File: src/rtl/gi_aes_mixctl_if.sv
// Purpose: state/key request and mixed-state response handshakes of gi_aes_mixctl.
// Latency: none, wires only.
// Backpressure: valid/ready on both directions.
interface gi_aes_mixctl_if;
    logic         in_valid;
    logic         in_ready;
    logic [127:0] in_state;
    logic [127:0] in_key;
    logic         in_last;
    logic         out_valid;
    logic         out_ready;
    logic [127:0] out_state;

    modport slave (
        input  in_valid, in_state, in_key, in_last, out_ready,
        output in_ready, out_valid, out_state
    );

    modport master (
        output in_valid, in_state, in_key, in_last, out_ready,
        input  in_ready, out_valid, out_state
    );
endinterface

File: src/rtl/gi_aes_mixctl.sv
// Purpose: one shared MixColumns+AddRoundKey column datapath sequenced over the 4 state columns.
// Latency: 4 cycles accept-to-out_valid, fixed regardless of data or in_last; 1 block per 5 cycles.
// Backpressure: result held in DONE until out_ready; in_ready reopens in that same cycle.
module gi_aes_mixctl (
    input  logic           clk,
    input  logic           reset_l,
    input  logic           clr,
    gi_aes_mixctl_if.slave bus
);
    typedef enum logic [1:0] {IDLE = 2'd0, MIX = 2'd1, DONE = 2'd2} fsm_t;
    // Element [3] holds column 0 so columns map MSB-first like the bus.
    typedef logic [3:0][31:0] aes_state_t;

    fsm_t       st, st_nxt;
    logic [1:0] col;
    aes_state_t state_q, key_q, out_q;
    logic       last_q;
    logic       accept;
    logic [31:0] mix_in, mix_out, res_col;

    function automatic logic [7:0] xt(input logic [7:0] b);
        return {b[6:0], 1'b0} ^ (b[7] ? 8'h1b : 8'h00);
    endfunction

    function automatic logic [31:0] mix_col(input logic [31:0] c);
        logic [7:0] a0, a1, a2, a3;
        a0 = c[31:24];
        a1 = c[23:16];
        a2 = c[15:8];
        a3 = c[7:0];
        return {xt(a0) ^ xt(a1) ^ a1 ^ a2 ^ a3,
                a0 ^ xt(a1) ^ xt(a2) ^ a2 ^ a3,
                a0 ^ a1 ^ xt(a2) ^ xt(a3) ^ a3,
                xt(a0) ^ a0 ^ a1 ^ a2 ^ xt(a3)};
    endfunction

    always_ff @(posedge clk) begin
        if (!reset_l) st <= IDLE;
        else          st <= st_nxt;
    end

    always_comb begin
        st_nxt = st;
        if (clr) begin
            st_nxt = IDLE;
        end else begin
            case (st)
                IDLE:    if (accept) st_nxt = MIX;
                MIX:     if (col == 2'd3) st_nxt = DONE;
                DONE:    if (bus.out_ready) st_nxt = accept ? MIX : IDLE;
                default: st_nxt = IDLE;
            endcase
        end
    end

    // The mix is always computed so timing and switching do not depend on in_last.
    always_comb begin
        bus.in_ready  = reset_l & ~clr & ((st == IDLE) | ((st == DONE) & bus.out_ready));
        bus.out_valid = (st == DONE);
        bus.out_state = out_q;
        accept        = bus.in_valid & bus.in_ready;
        mix_in        = state_q[2'd3 - col];
        mix_out       = mix_col(mix_in);
        res_col       = (last_q ? mix_in : mix_out) ^ key_q[2'd3 - col];
    end

    always_ff @(posedge clk) begin
        if (!reset_l) begin
            state_q <= '0;
            key_q   <= '0;
            out_q   <= '0;
            last_q  <= 1'b0;
            col     <= 2'd0;
        end else if (clr) begin
            col <= 2'd0;
        end else if (accept) begin
            state_q <= bus.in_state;
            key_q   <= bus.in_key;
            last_q  <= bus.in_last;
            col     <= 2'd0;
        end else if (st == MIX) begin
            out_q[2'd3 - col] <= res_col;
            col               <= col + 2'd1;
        end
    end
endmodule

File: src/flat_wrapper.sv
// flat-port wrapper written by rule: the top's interface ports become plain ports
module gi_aes_mixctl_flat 
  (clk, reset_l, clr, bus_in_valid, bus_in_state, bus_in_key, bus_in_last, bus_out_ready, bus_in_ready, bus_out_valid, bus_out_state);
  gi_aes_mixctl_if bus_i ();
  input  logic clk;
  input  logic reset_l;
  input  logic clr;
  input wire logic [$bits(bus_i.in_valid)-1:0] bus_in_valid;
  input wire logic [$bits(bus_i.in_state)-1:0] bus_in_state;
  input wire logic [$bits(bus_i.in_key)-1:0] bus_in_key;
  input wire logic [$bits(bus_i.in_last)-1:0] bus_in_last;
  input wire logic [$bits(bus_i.out_ready)-1:0] bus_out_ready;
  output wire logic [$bits(bus_i.in_ready)-1:0] bus_in_ready;
  output wire logic [$bits(bus_i.out_valid)-1:0] bus_out_valid;
  output wire logic [$bits(bus_i.out_state)-1:0] bus_out_state;
  assign bus_i.in_valid = bus_in_valid;
  assign bus_i.in_state = bus_in_state;
  assign bus_i.in_key = bus_in_key;
  assign bus_i.in_last = bus_in_last;
  assign bus_i.out_ready = bus_out_ready;
  assign bus_in_ready = bus_i.in_ready;
  assign bus_out_valid = bus_i.out_valid;
  assign bus_out_state = bus_i.out_state;
  gi_aes_mixctl u_core (.clk(clk), .reset_l(reset_l), .clr(clr), .bus(bus_i));
endmodule
File: config.mk
export PLATFORM = sky130hd
export DESIGN_NAME = gi_aes_mixctl_flat
export DESIGN_NICKNAME = d
export VERILOG_FILES = /design/src/rtl/gi_aes_mixctl_if.sv /design/src/rtl/gi_aes_mixctl.sv /design/src/flat_wrapper.sv
export SDC_FILE = /design/constraint.sdc
export NUM_CORES = 1
export LEC_CHECK = 0
export ABC_AREA = 1
export CORE_ASPECT_RATIO = 0.9
export CORE_MARGIN = 3
export CORE_UTILIZATION = 39
export DETAILED_ROUTE_END_ITERATION = 12
export GPL_ROUTABILITY_DRIVEN = 0
export GPL_TIMING_DRIVEN = 0
export PLACE_DENSITY = 0.66
export SYNTH_ARGS = -nofsm -noshare
export SYNTH_HDL_FRONTEND = slang
export SYNTH_SLANG_ARGS = --single-unit
export TNS_END_PERCENT = 10
File: constraint.sdc
create_clock -name clk -period 2 [get_ports clk]
set_input_delay 0.2 -clock clk [delete_from_list [all_inputs] [get_ports clk]]
set_output_delay 0.2 -clock clk [all_outputs]
set_load 0.01 [all_outputs]
Yosys cells after proc, flatten, opt, wreduce, memory -nomap -nowiden

Index checks and enable logic that the tools add are counted.

Add/subtract/negate cells: 2
$lt $le $gt $ge: 2
Eq/ne operators: 6
Multiplexer cells: 17
Bitwise logic cells: 29
Reduce and logical (&&, ||, !) cells: 7

Operator list:

| operator              | number |
|---|---|
| $xor A8 B8 Y8         | 19 |
| $bmux W32 S2          | 2 |
| $bwmux W128           | 1 |
| $mux W32              | 4 |
| $demux W32 S2         | 1 |
| $xor A32 B32 Y32      | 1 |
| $mux W5               | 4 |
| $xor A8 B5 Y8         | 1 |
| $mux W2               | 3 |
| $pmux W2 S3           | 1 |
| $reduce_and A3 Y1     | 2 |
| $and A1 B1 Y1         | 4 |
| $eq A2 B2 Y1 const B  | 2 |
| $ne A2 B1 Y1 const B  | 2 |
| $lt A2 B3 Y1 const B  | 1 |
| $not A1 Y1            | 3 |
| $reduce_or A3 Y1      | 1 |
| $add A2 B1 Y2 const B | 1 |
| $eq A2 B1 Y1 const B  | 1 |
| $ge A2 B1 Y1 const B  | 1 |
| $logic_not A2 Y1      | 1 |
| $ne A2 B2 Y1 const B  | 1 |
| $reduce_and A2 Y1     | 1 |
| $reduce_or A2 Y1      | 1 |
| other kinds (4)       | 4 |

Register bits: 389
Word-level logic and storage cells: 78

Longest topological paths before layout

Depth in word-level cells: 12
Gate-level depth with buffers: 19
Gate-level depth less buffers: 17

Worst setup path after synthesis

No wires, ideal clock.

Path type: reg2reg
Start point: register u_core.col[0]
End point: register u_core.out_q, in the netlist u_core.bus.out_state[60]
Data arrival time: 1.832 ns
Path slack: 0.059 ns
Stages on the path, launching flop included: 14
Path buffers: 6
Period minus slack after synthesis: 1.941 ns
Cell sequence: dfxtp_1 -> buf_6 -> inv_8 -> buf_8 -> buf_6 -> buf_4 -> buf_4 -> ha_1 -> nand2_1 -> inv_2 -> buf_1 -> nand3_1 -> nand2_1 -> inv_1

Cells in the longest elaborated chain, start to end: 12
Elaborated cells on any way between the ends: 21
Classes of those cells: add/sub: 1; order compare: 2; mux: 10; bitwise: 7; reduce/logical: 1

RTL lines:

| item                                                  | RTL line                                                      | RTL |
|---|---|---|
| from (decl)                                           | gi_aes_mixctl.sv:15                                           | `logic [1:0] col;` |
| from (signal assigned)                                | gi_aes_mixctl.sv:83                                           | `col <= col + 2'd1;` |
| $sub A2 B2 Y2 (*)                                     | gi_aes_mixctl.sv:62, gi_aes_mixctl.sv:64, gi_aes_mixctl.sv:82 |  |
| $bmux W32 S2                                          | gi_aes_mixctl.sv:62                                           | `mix_in = state_q[2'd3 - col];` |
| $mux W32 (implied by the code)                        | gi_aes_mixctl.sv:62                                           |  |
| $mux W5                                               | gi_aes_mixctl.sv:22                                           | `return {b[6:0], 1'b0} ^ (b[7] ? 8'h1b : 8'h00);` |
| $xor A8 B5 Y8 / $xor A8 B8 Y8 (equally long branches) | gi_aes_mixctl.sv:22                                           |  |
| $xor A8 B8 Y8 (4 in series)                           | gi_aes_mixctl.sv:31                                           | `return {xt(a0) ^ xt(a1) ^ a1 ^ a2 ^ a3,` |
| $mux W32                                              | gi_aes_mixctl.sv:64                                           | `res_col = (last_q ? mix_in : mix_out) ^ key_q[2'd3 - col];` |
| $xor A32 B32 Y32                                      | gi_aes_mixctl.sv:64                                           |  |
| $bwmux W128 (*)                                       | gi_aes_mixctl.sv:82                                           | `out_q[2'd3 - col] <= res_col;` |
| to (signal, indexed assignment)                       | gi_aes_mixctl.sv:82                                           |  |
| to (decl)                                             | gi_aes_mixctl.sv:16                                           | `aes_state_t state_q, key_q, out_q;` |

Mark *: on every way between the ends. The rest lies on a longest branch, timed or not. The select of a mux whose other input is x is not followed.
A chain may end at the register's enable or synchronous reset.

Final worst setup path

Start point: register u_core.col[1]
End point: register u_core.out_q, in the netlist u_core.bus.out_state[8]

Cells in the longest elaborated chain, start to end: 11
Elaborated cells on any way between the ends: 21
Classes of those cells: add/sub: 1; order compare: 2; mux: 10; bitwise: 7; reduce/logical: 1

RTL lines:

| item                           | RTL line                                                      | RTL |
|---|---|---|
| $sub A2 B2 Y2 (*)              | gi_aes_mixctl.sv:62, gi_aes_mixctl.sv:64, gi_aes_mixctl.sv:82 |  |
| $bmux W32 S2                   | gi_aes_mixctl.sv:62                                           |  |
| $mux W32 (implied by the code) | gi_aes_mixctl.sv:62                                           |  |
| $mux W5                        | gi_aes_mixctl.sv:22                                           |  |
| $xor A8 B8 Y8                  | gi_aes_mixctl.sv:22                                           |  |
| $xor A8 B8 Y8 (3 in series)    | gi_aes_mixctl.sv:33                                           | `a0 ^ a1 ^ xt(a2) ^ xt(a3) ^ a3,` |
| $mux W32                       | gi_aes_mixctl.sv:64                                           |  |
| $xor A32 B32 Y32               | gi_aes_mixctl.sv:64                                           |  |
| $bwmux W128 (*)                | gi_aes_mixctl.sv:82                                           |  |

Marked as above.

==> flow_summary_export.csv <==
group,metric,value,unit
floorplanning,die_h,219.1,um
placement,io_buffers,391,
clock_tree,cts_max_level,2,
sta,hold_viol,0,
worst_setup_path,cpMostUsedCell,"nand2_1",
sta,finalSetupTns,-30.77,ns
worst_setup_path,required,2.47,ns
logic_synthesis,async_reset_ff_share,0,%
worst_setup_path,worstSetupPathType,"register to register",
routing,vias,23160,
clock_tree,cts_root_buf,"clkbuf_16",
clock_tree,cts_buffer_depth,3,
global_routing,antenna_found_initial,4,
placement,dp_hpwl,65760,um
worst_setup_path,critPathMaxStageDelay,0.36,ns
worst_setup_path,ff2ff_setup_slack,-0.29,ns
logic_synthesis,seq_area_frac_synth,39.59,%
logic_synthesis,synth.area.top_cells,"dfxtp_1 40%, nand2_1 17%, nor2_1 15%, nand3_1 7.5%, o21ai_0 7.1%",
sta,fin_crit_sh,114.7,%
logic_synthesis,netlist_instances,3171,
clock_tree,holdBufCountCts,0,
sta,slew_violations,0,
routing,finalWirelength,87830,um
worst_setup_path,cp_slowest_cell,"dfxtp_4",
logic_synthesis,syn-num-nets,3437,
worst_setup_path,worstSetupEndpointType,"register",
outcome,status,"finished, violations left",
logic_synthesis,ys_warn_count,0,
logic_synthesis,synth_flop_cell,"dfxtp_1",
sta,fmax,0.4357,GHz
routing,drt_iter0_drc,2977,
worst_setup_path,cp_num_buf_inv,4,
worst_setup_path,cp_max_fo,10,
routing,dr.pass1.iters,6,
clock_tree,path_clk_slew,0.06,ns
sta,relSlewSlack,39.81,%
worst_setup_path,cp_top_family,"simple AND/OR/NAND/NOR gates",
pwr,power.total,20320,uW
global_routing,grt_pass1_vias,21476,
floorplanning,rows,77,
layout,layout.nets,3941,
routing,wl_per_cell,20.04,um
clock_tree,numCtsBuffers,44,
worst_setup_path,arrival,2.77,ns
sta,finalSetupViolCount,194,
global_routing,grt_util_all_layers,31.60,%
layout,fillCellCount,4738,
sta,clock_skew,0.02869,ns
worst_setup_path,cp-startpoint,"u_core.col[1]",
logic_synthesis,synth_area,0.01967,sq mm
sta,finalWorstSetupSlack,-0.2950,ns
hold_path,hold_class,"input pin to register",
layout,drive_gt1_share,16.20,%
floorplanning,core-area,0.04952,sq mm
global_routing,grt_pass1_wl,127900,um
clock_tree,clkSinkCount,389,
layout,area_growth,47.34,%
floorplanning,num_io_pins,392,
floorplanning,die-width,242.7,um
hold_path,worstHoldStart,"bus_in_state[118]",
sta,period_minus_slack,2.295,ns
routing,viasPerCell,5.284,
floorplanning,dieArea,0.05318,sq mm
clock_tree,cts_tree,"done",
pwr,p_per_area,701.0,mW/mm^2
logic_synthesis,synth_edf_count,0,
job,drv_cap,0,
logic_synthesis,synthMostInstantiatedCell,"nand2_1",
clock_tree,clock_latency,0.60,ns
global_routing,grt_max_degree,15,
pwr,leakage,0.01282,uW
logic_synthesis,synth_top_area_cell,"dfxtp_1",
routing,drc,0,
logic_synthesis,synth_commonest_cells,"916 x nand2_1, 768 x nor2_1, 389 x dfxtp_1, 296 x nand3_1, 279 x o21ai_0",
worst_setup_path,path_cells,"buf_6, buf_12, buf_6, nand3_1, nand2_4, nand2_1, nand3_1, nand2_1, nand2_1, nand3_2, nand3b_1, nand3_1, nand2_1, inv_1",
floorplanning,initial_utilization,39.73,%
worst_setup_path,reg2reg_from,"u_core.col[1]",
sta,rsz0062_at_grt,"yes",
pwr,irDropWorstVdd,0.6221,mV
logic_synthesis,synth.avg_cell_area,6.204,sq um
logic_synthesis,yosys.area.top_type_share,39.59,%
routing,ant_nets,0,
logic_synthesis,synth_cell_types,31,
sta,worstMarginPinSlew,0.9029,ns
logic_synthesis,ys_seq_elements,389,
outcome,violations,"setup timing",
global_routing,grt_overflow_total,0,
worst_setup_path,setup.worst_path.start_class,"register",
per-stage QoR:
step                setup WS [ns]  util, %  hold slack [ns]  area [sq um]  instances
floorplan                 0.05893        -           0.3667         19670       3171
global placement           -1.429    49.33           0.4433         24430       4233
detailed placement         -1.382    49.33           0.4471         24430       4233
CTS                       -0.1756    57.45           0.2124         28450       4367
global route              -0.3878    58.52           0.2493         28980       4381
finish                    -0.2950    58.53           0.2295         28990       4383
logic make-up (layout without fill, tap and decap cells):
family | count (synthesis) | count (layout) | share of synthesized area [%]
buffers and inverters | 385 | 920 | 8.503
flip-flops | 389 | 389 | 39.59
AND/OR/NAND/NOR | 2034 | 2038 | 41.78
other | 0 | 2 | 0
adder cells (fa/ha/maj) | 4 | 4 | 0.2544
AO/OA/AOI/OAI | 350 | 350 | 9.400
XOR/XNOR | 9 | 9 | 0.4770
where the power goes:
group / total, uW / switching (uW) / internal, uW
registers: 8240 / 206 / 8030
clock network: 8480 / 3510 / 4980
logic: 3600 / 2190 / 1410
total: 20300 / 5900 / 14400
what timing repair did:
action	in CTS	in global routing
pin swaps	95	40
hold endpoints to repair	0	0
gates resized for setup	488	108
buffers inserted	40	12
cloned	13	2
setup endpoints to repair	390	379
cell usage in the layout (no fill, tap or decap), types with 8 or more instances in the layout:
| cell type | instances |
|---|---|
| buf_8 | 8 |
| a32oi_4 | 15 |
| nand3b_1 | 15 |
| clkbuf_2 | 13 |
| o21ai_0 | 272 |
| a21oi_1 | 37 |
| dfxtp_1 | 387 |
| nand2_1 | 762 |
| nand2_4 | 51 |
| clkbuf_16 | 48 |
| buf_2 | 22 |
| nand3_1 | 195 |
| clkbuf_1 | 84 |
| nand3_4 | 24 |
| buf_4 | 63 |
| nor2_2 | 8 |
| o22ai_2 | 9 |
| inv_2 | 8 |
| nand2_2 | 127 |
| inv_1 | 186 |
| buf_12 | 19 |
| nand3_2 | 87 |
| nor2_1 | 760 |
| clkdlybuf4s50_1 | 390 |
| buf_6 | 29 |
| clkbuf_4 | 8 |
layout make-up:
type                       count  area, sq um  share of cell area [%]
multi-input combinational   2401        12070                   41.65
sequential                   389         7795                   26.89
clock buffer                  64         1267                   4.373
inverter                     202        797.0                   2.750
antenna                        2        5.005                 0.01727
tap                          671        839.6                   2.896
timing repair inverter         1        7.507                 0.02590
buffer                       183         1364                   4.705
timing repair buffer         453         4596                   15.86
clock inverter                17        241.5                  0.8331
layer usage:
metal / global-route usage, % / up-vias / share of wire, %
met3: 6.927 / 273 / 11
met5: 0 / - / 0.061
met4: 14.64 / 6 / 5.2
met2: 49.21 / 1392 / 43
li1: - / 11009 / -
met1: 41.90 / 10480 / 41
state kept, by name, indices dropped and copies added, names as in the netlist:
name / count
u_core.st: 2
u_core.key_q: 128
u_core.bus.out_state: 128
u_core.col: 2
u_core.state_q: 128
u_core.last_q: 1
worst min-delay path, cell delays in order:
cell and delay [ns]:
clkdlybuf4s50_1 0.39, o21ai_0 0.15, nor2_1 0.04
worst paths after layout:
| path | cells after the start | endpoint |
|---|---|---|
| worst min-delay path | 3 | u_core.state_q[118] |
| worst max-delay path | 14 | u_core.bus.out_state[8] |
| worst max register to register | 14 | u_core.bus.out_state[8] |
| worst min register to register | 2 | u_core.key_q[127] |
No activity file was read; power rests on OpenSTA's default activity.
